## config.mk

```make
export PLATFORM = sky130hd
export DESIGN_NAME = sel_scan_ctrl
export DESIGN_NICKNAME = d
export VERILOG_FILES = /design/src/rtl/sel_pkg.sv /design/src/rtl/btn_debounce.sv /design/src/rtl/sel_scan_ctrl.sv
export SDC_FILE = /design/constraint.sdc
export NUM_CORES = 1
export LEC_CHECK = 0
export ABC_AREA = 0
export BUFFER_PORTS_ARGS = -buffer_cell sky130_fd_sc_hd__buf_4
export CAP_MARGIN = 5
export CORE_ASPECT_RATIO = 1.25
export CORE_MARGIN = 3
export CORE_UTILIZATION = 58
export CTS_CLUSTER_SIZE = 20
export DETAILED_ROUTE_END_ITERATION = 8
export HOLD_SLACK_MARGIN = 0.12
export PLACE_DENSITY_LB_ADDON = 0.08
export SLEW_MARGIN = 10
export SYNTH_ARGS = -nofsm -noshare
export SYNTH_HDL_FRONTEND = slang
export SYNTH_HIERARCHICAL = 1
export SYNTH_SLANG_ARGS = --single-unit
```

## constraint.sdc

```tcl
create_clock -name clk -period 2.3 [get_ports clk]
set_input_delay 0.115 -clock clk [delete_from_list [all_inputs] [get_ports clk]]
set_output_delay 0.115 -clock clk [all_outputs]
set_load 0.1 [all_outputs]
```

## src/rtl/sel_pkg.sv

```systemverilog
// sel_pkg -- channel-select constants shared by the select controller and the
// downstream 4:1 LED mux.
//   SEL_W        : width of the channel select
//   SEL_MAX      : highest channel code
//   SEL_A..SEL_D : channel codes 2'b00..2'b11
//   sel_next()   : next channel in scan order, wrapping SEL_MAX to SEL_A
package sel_pkg;

  localparam int unsigned SEL_W = 2;

  typedef logic [SEL_W-1:0] sel_t;

  localparam sel_t SEL_MAX = 2'b11;
  localparam sel_t SEL_A   = 2'b00;
  localparam sel_t SEL_B   = 2'b01;
  localparam sel_t SEL_C   = 2'b10;
  localparam sel_t SEL_D   = 2'b11;

  function automatic sel_t sel_next(input sel_t s);
    return (s == SEL_MAX) ? SEL_A : sel_t'(s + sel_t'(1));
  endfunction

endpackage

```

## src/rtl/btn_debounce.sv

```systemverilog
// btn_debounce -- synchronizes a raw push-button, debounces it and emits a
// single-cycle pulse on each accepted press (0->1 of the debounced level).
// Ports:
//   clk    : system clock, rising edge
//   rst_n  : asynchronous active-low reset
//   btn    : raw asynchronous button, active-high
//   press  : registered one-cycle pulse per accepted press
// Parameter:
//   DEB_CYCLES : consecutive cycles the synced level must differ from the
//                debounced level before it is accepted (>= 2)
module btn_debounce #(
  parameter int unsigned DEB_CYCLES = 1_000_000
) (
  input  logic clk,
  input  logic rst_n,
  input  logic btn,
  output logic press
);

  localparam int unsigned CW = $clog2(DEB_CYCLES);
  localparam logic [CW-1:0] CNT_TC = CW'(DEB_CYCLES - 1);

  logic          sync1;
  logic          sync2;
  logic          stable;
  logic          stable_q;
  logic [CW-1:0] cnt;

  always_ff @(posedge clk or negedge rst_n) begin
    if (!rst_n) begin
      sync1    <= 1'b0;
      sync2    <= 1'b0;
      stable   <= 1'b0;
      stable_q <= 1'b0;
      cnt      <= '0;
      press    <= 1'b0;
    end else begin
      sync1 <= btn;
      sync2 <= sync1;

      // cnt holds the number of earlier consecutive cycles that differed;
      // the DEB_CYCLES-th differing cycle is the one seen with cnt at CNT_TC.
      if (sync2 == stable) begin
        cnt <= '0;
      end else if (cnt == CNT_TC) begin
        stable <= sync2;
        cnt    <= '0;
      end else begin
        cnt <= cnt + CW'(1);
      end

      stable_q <= stable;
      press    <= stable & ~stable_q;
    end
  end

endmodule

```

## src/rtl/sel_scan_ctrl.sv

```systemverilog
// sel_scan_ctrl -- 2-bit channel select for a 4:1 LED mux, advanced by a
// debounced push-button and, optionally, by a timed auto-scan.
// Ports:
//   clk     : system clock, rising edge
//   rst_n   : asynchronous active-low reset
//   btn     : raw asynchronous push-button, active-high
//   auto_en : enables the timed auto-scan (ignored without SEL_AUTO_SCAN_EN)
//   sel     : registered channel select
//   sel_chg : one-cycle pulse in the first cycle sel shows a new value
// Parameters:
//   DEB_CYCLES  : button debounce interval in clocks (>= 2)
//   SCAN_CYCLES : clocks between auto-scan steps (>= 2)
// Build option:
//   SEL_AUTO_SCAN_EN defined   -> auto-scan timer built, auto_en honoured
//   SEL_AUTO_SCAN_EN undefined -> no timer; only presses change sel
module sel_scan_ctrl
  import sel_pkg::*;
#(
  parameter int unsigned DEB_CYCLES  = 1_000_000,
  parameter int unsigned SCAN_CYCLES = 100_000_000
) (
  input  logic             clk,
  input  logic             rst_n,
  input  logic             btn,
  input  logic             auto_en,
  output logic [SEL_W-1:0] sel,
  output logic             sel_chg
);

  logic press;
  logic press_q;
  logic tc;
  logic step;

  btn_debounce #(
    .DEB_CYCLES(DEB_CYCLES)
  ) u_btn_debounce (
    .clk  (clk),
    .rst_n(rst_n),
    .btn  (btn),
    .press(press)
  );

`ifdef SEL_AUTO_SCAN_EN
  localparam int unsigned TW = $clog2(SCAN_CYCLES);
  localparam logic [TW-1:0] SCAN_TC = TW'(SCAN_CYCLES - 1);

  logic [TW-1:0] scan_cnt;

  always_comb begin
    tc = auto_en && (scan_cnt == SCAN_TC);
  end

  // A press restarts the interval; a press landing on terminal count merges
  // with the auto step into one increment because both feed the same step.
  always_ff @(posedge clk or negedge rst_n) begin
    if (!rst_n) begin
      scan_cnt <= '0;
    end else if (!auto_en || step) begin
      scan_cnt <= '0;
    end else begin
      scan_cnt <= scan_cnt + TW'(1);
    end
  end
`else
  localparam int unsigned unused_scan_cycles = SCAN_CYCLES;

  logic unused_auto_en;
  assign unused_auto_en = auto_en;

  always_comb begin
    tc = 1'b0;
  end
`endif

  always_comb begin
    step = press_q | tc;
  end

  always_ff @(posedge clk or negedge rst_n) begin
    if (!rst_n) begin
      press_q <= 1'b0;
      sel     <= SEL_A;
      sel_chg <= 1'b0;
    end else begin
      press_q <= press;
      sel_chg <= step;
      if (step) begin
        sel <= sel_next(sel);
      end
    end
  end

endmodule

```

# Yosys cells after proc, flatten, opt, wreduce, memory -nomap -nowiden

Index checks and enable logic that the tools add are counted.

Bits in registers: 29
Latch bits: 0
RAM bits: 0
Bits in read-only memories: 0
Bits of input ports: 4
Memories: 0

Add/subtract/negate cells: 2
Multipliers: 0
Divide/modulo/power cells: 0
$lt $le $gt $ge: 0
Equal/unequal tests: 3
Shifts and indexed selects: 0
Multiplexer cells: 3
Bitwise gates (word level): 3
Reductions and logical operators: 1

Operators with widths:

| kind                    | count |
|---|---|
| $mux W20                | 2 |
| $add A20 B1 Y20 const B | 1 |
| $eq A20 B20 Y1 const B  | 1 |
| $add A2 B1 Y2 const B   | 1 |
| $eq A2 B2 Y1 const B    | 1 |
| $mux W2                 | 1 |
| $not A1 Y1              | 2 |
| $reduce_and A2 Y1       | 1 |
| $and A1 B1 Y1           | 1 |
| $eq A1 B1 Y1            | 1 |

# Longest topological paths before layout

Depth in word-level cells: 3
Mapped depth: 6
Depth with buffers taken out: 5

# Hierarchy

Netlist, hierarchy kept.

By module, submodules not included:

| module        | instances | cells an instance | area an instance (µm²) | sequential area each (µm²) |
|---|---|---|---|---|
| btn_debounce  | 1         | 111               | 1171.1                 | 625.6 |
| sel_scan_ctrl | 1         | 8                 | 138.9                  | 100.1 |

# Worst setup path after synthesis

OpenSTA, ideal clock, no wires.

Kind: flip-flop to flip-flop
Start point: register sel[0]
End point: register sel[1]
Arrival time: 1.537 ns
Required time: 2.174 ns
Setup slack: 0.637 ns
Stages on the path, launching flop included: 3
Path buffers: 0
Clock period less this slack: 1.663 ns
Path through: dfrtp_1 ha_1 mux2_2

Cells in the longest elaborated chain, start to end: 2
Elaborated cells between the ends (all ways): 3
Classes of those cells: add/sub (1); eq/ne (1); mux (1)

Ends and longest elaborated chain:

| what                                          | line                | text |
|---|---|---|
| from (decl)                                   | sel_scan_ctrl.sv:26 | `output logic [SEL_W-1:0] sel,` |
| from (signal assigned)                        | sel_scan_ctrl.sv:89 | `sel <= sel_next(sel);` |
| $add A2 B1 Y2 or $eq A2 B2 Y1 (tied branches) | sel_pkg.sv:20       | `return (s == SEL_MAX) ? SEL_A : sel_t'(s + sel_t'(1));` |
| $mux W2 *                                     | sel_pkg.sv:20       |  |

Mark *: on every way between the ends. The rest lies on a longest branch, timed or not.
A chain may end at the register's enable or synchronous reset.

# Worst setup path in the final report

Start point: register u_btn_debounce.cnt[0]
End point: register u_btn_debounce.cnt[18]

Cells in the longest elaborated chain, start to end: 3
Elaborated cells between the ends (all ways): 4
Classes of those cells: add/sub (1); eq/ne (1); mux (2)

Ends and longest elaborated chain:

| what                                              | line                                   | text |
|---|---|---|
| from (decl)                                       | btn_debounce.sv:27                     | `logic [CW-1:0] cnt;` |
| from (signal assigned)                            | btn_debounce.sv:49                     | `cnt <= cnt + CW'(1);` |
| $add A20 B1 Y20 or $eq A20 B20 Y1 (tied branches) | btn_debounce.sv:49, btn_debounce.sv:45 |  |
| $mux W20 *                                        | btn_debounce.sv:45                     | `end else if (cnt == CNT_TC) begin` |
| $mux W20 *                                        | btn_debounce.sv:43                     | `if (sync2 == stable) begin` |

Marks and branches as above.

==> impl_results.md <==
* Final setup viols at 0
* Synth Instances at 119
* GPL Wtd Cong at 0.764
* Synth warn at 6
* Leakage Power at 0.643 nW
* Final period util at 78.6%
* Gr usage total at 17.5%
* Vias in the first global route at 829
* Initial antenna violation count at 0
* First-pass GRT wire length at 3680 µm
* Commonest non-fill, non-tap cell in the layout: dfrtp_1
* Post-CTS resize count at 0
* Syn nets at 125
* DR pass1 iterations at 6
* Skew final at 0.00965 ns
* Peak supply drop at 0.494 mV
* Final HPWL DP at 1410 µm
* Crit Path Class: reg -> reg
* Pre-CTS WS at 0.488 ns
* Worst Tran Pin Value at 0.501 ns
* Total Wirelength at 2080 µm
* Max FFs per register at 20
* Yosys reg bits at 29
* Top reg by flops: u_btn_debounce/cnt
* Final Hold Vio Count at 0
* RSZ-0062 raised after global routing: false
* Die area at 2870 µm²
* Top cell type's share of synthesized area at 55.4%
* Top flop regs: u_btn_debounce/cnt: 20 flops, sel: 2 flops
* ANT nets after route at 0
* Crit. End Element: flip-flop
* Crit path max fanout at 5
* Core Footprint at 2050 µm²
* Cts hold-fix bufs at 2
* Vias/cell at 5.37
* Status: finished clean
* Pwr dens at 606 nW/µm²
* Worst r2r src: u_btn_debounce/cnt[0]
* Final WS setup at 0.493 ns
* CTS max path bufs at 2
* Total negative slack at 0 ns
* Max-slew violation count at 0
* Finished Core Util at 72.1%
* Most frequent cells in the layout: dfrtp_1 (29), nor2_1 (20), xnor2_1 (11)
* Synth Area in Compound Gates at 2.20%
* Clk sinks at 29
* Number of CTS-inserted buffers at 5
* Num rows at 18
* Nets@finish at 139
* WL/cell at 12.7 µm
* Min-delay worst type: in -> async
* Xor and xnor area share after synthesis at 10.7%
* H-tree lvl count at 2
* Max-cap violations at 0
* Post-Synth Adder-Cell Area at 1.91%
* Final min period at 1.81 ns
* Crit path DAT at 2.02 ns
* Post-Synth Simple-Gate Area at 24.2%
* Post-synthesis sequential area ratio at 55.4%
* Count of cell types in the netlist at 27
* Number of fill cells at 156
* Horiz. Die Dim at 48.5 µm
* Ports at 7
* Vias at 880
* Antenna Cells at 0
* Cell Area, Synth at 1310 µm²
* Postcts setup bufs at 0
* Clock Latency Late Sink at 0.32 ns
* Area leader, netlist: dfrtp_1
* Remaining DRCs at 0
* CTS tree: yes
* Grt total ovfl at 0
* Clk pin slew, worst setup/hold paths at 0.09 ns
* CTS Root Cell: clkbuf_4
* Post-synthesis mux area share at 4.11%
* Initial DRC count at 32
* CP startpoint kind: flip-flop
* CP required at 2.52 ns
* Rel. slew slack at 66.3%
* Multi-input logic area at 564 µm²
* Syn Area/Cell at 11.0 µm²
* Area grow syn2layout at 12.8%
* Worst Setup SP: u_btn_debounce/cnt[0]
* Fmax at 0.553 GHz
* Largest net degree at the start of global routing at 30
* Share of layout cells above drive strength 1 at 15.7%
* Largest family of logic cells by synthesized area: simple AND/OR/NAND/NOR gates
* Port Buffer Count at 5
* Largest cells by area after synthesis: dfrtp_1 (55%), xnor2_1 (7.4%), nor2_1 (5.7%), xor2_1 (3.3%), mux2_2 (2.6%)
* Die Height at 59.1 µm
* Initial Utilization at 63.9%
* Register area at 726 µm²
worst max-delay path, cell delays in order (launching register included):
cell and delay (ns):
dfrtp_1 0.41, ha_1 0.22, nand3_1 0.22, nor4_2 0.46, mux2i_1 0.14, nor4b_1 0.27
path summary, 6_finish.rpt:
path	slack, ns	cells after the start	end
worst max-delay path	0.49	5	u_btn_debounce/cnt[18]
worst min-delay path	0.24	2	u_btn_debounce/cnt[9]
worst max register to register	0.49	5	u_btn_debounce/cnt[18]
worst min register to register	0.35	0	press_q
max in group asynchronous	1.80	2	u_btn_debounce/cnt[19]
min in group clk	0.35	0	press_q
routing by layer:
metal | track usage, % | share of wire (%) | wire, µm
met1 | 21.3 | 46 | 951
met2 | 26.6 | 49 | 1010
met3 | 8.06 | 4.2 | 87
met4 | 8.54 | 1.4 | 30
met5 | 0 | 0 | 0
per-stage QoR:
stage                     area, µm²  total power [mW]  hold WS (ns)  instances
after detailed placement       1390             0.560        0.0540        154
final                          1480             0.896         0.237        164
after CTS                      1480             0.913         0.238        164
after floorplan                1310             0.542        -0.181        119
after global placement         1390             0.558        0.0490        154
after global routing           1480             0.947         0.243        164
Yosys cell counts:
| master | n |
|---|---|
| mux2i_1 | 2 |
| nand4_4 | 1 |
| and3_1 | 1 |
| nor2_1 | 20 |
| nand2_1 | 6 |
| xor2_1 | 5 |
| inv_1 | 4 |
| or4_1 | 1 |
| nand4_1 | 3 |
| nor4b_1 | 2 |
| mux2_2 | 3 |
| nor2b_1 | 1 |
| and4_1 | 2 |
| nor4_1 | 4 |
| a21oi_1 | 2 |
| xnor2_1 | 11 |
| and2_1 | 1 |
| dfrtp_1 | 29 |
| buf_2 | 1 |
| nor3_1 | 5 |
| o21ai_0 | 2 |
| nor4_2 | 1 |
| or3_1 | 2 |
| o21ai_2 | 1 |
| ha_1 | 2 |
| nand3_1 | 6 |
| nand4_2 | 1 |
cell type report:
| type | count | area share [%] |
|---|---|---|
| Sequential cell | 29 | 49.1 |
| Multi-Input combinational cell | 85 | 38.2 |
| Clock buffer | 7 | 4.40 |
| Timing Repair Buffer | 8 | 4.40 |
| Tap cell | 30 | 2.54 |
| Inverter | 4 | 1.02 |
| Clock inverter | 1 | 0.339 |
kinds of logic after synthesis:
group | Yosys count
multiplexers | 5
XOR/XNOR | 16
buffers and inverters | 5
adder cells (fa/ha/maj) | 2
AO/OA/AOI/OAI | 5
AND/OR/NAND/NOR | 57
flip-flops | 29
report_power, final:
part	internal, mW	total (mW)	switching, mW
clock network	0.177	0.345	0.168
registers	0.515	0.521	0.00571
logic	0.0105	0.0298	0.0193
(Power assumes the default switching activity.)
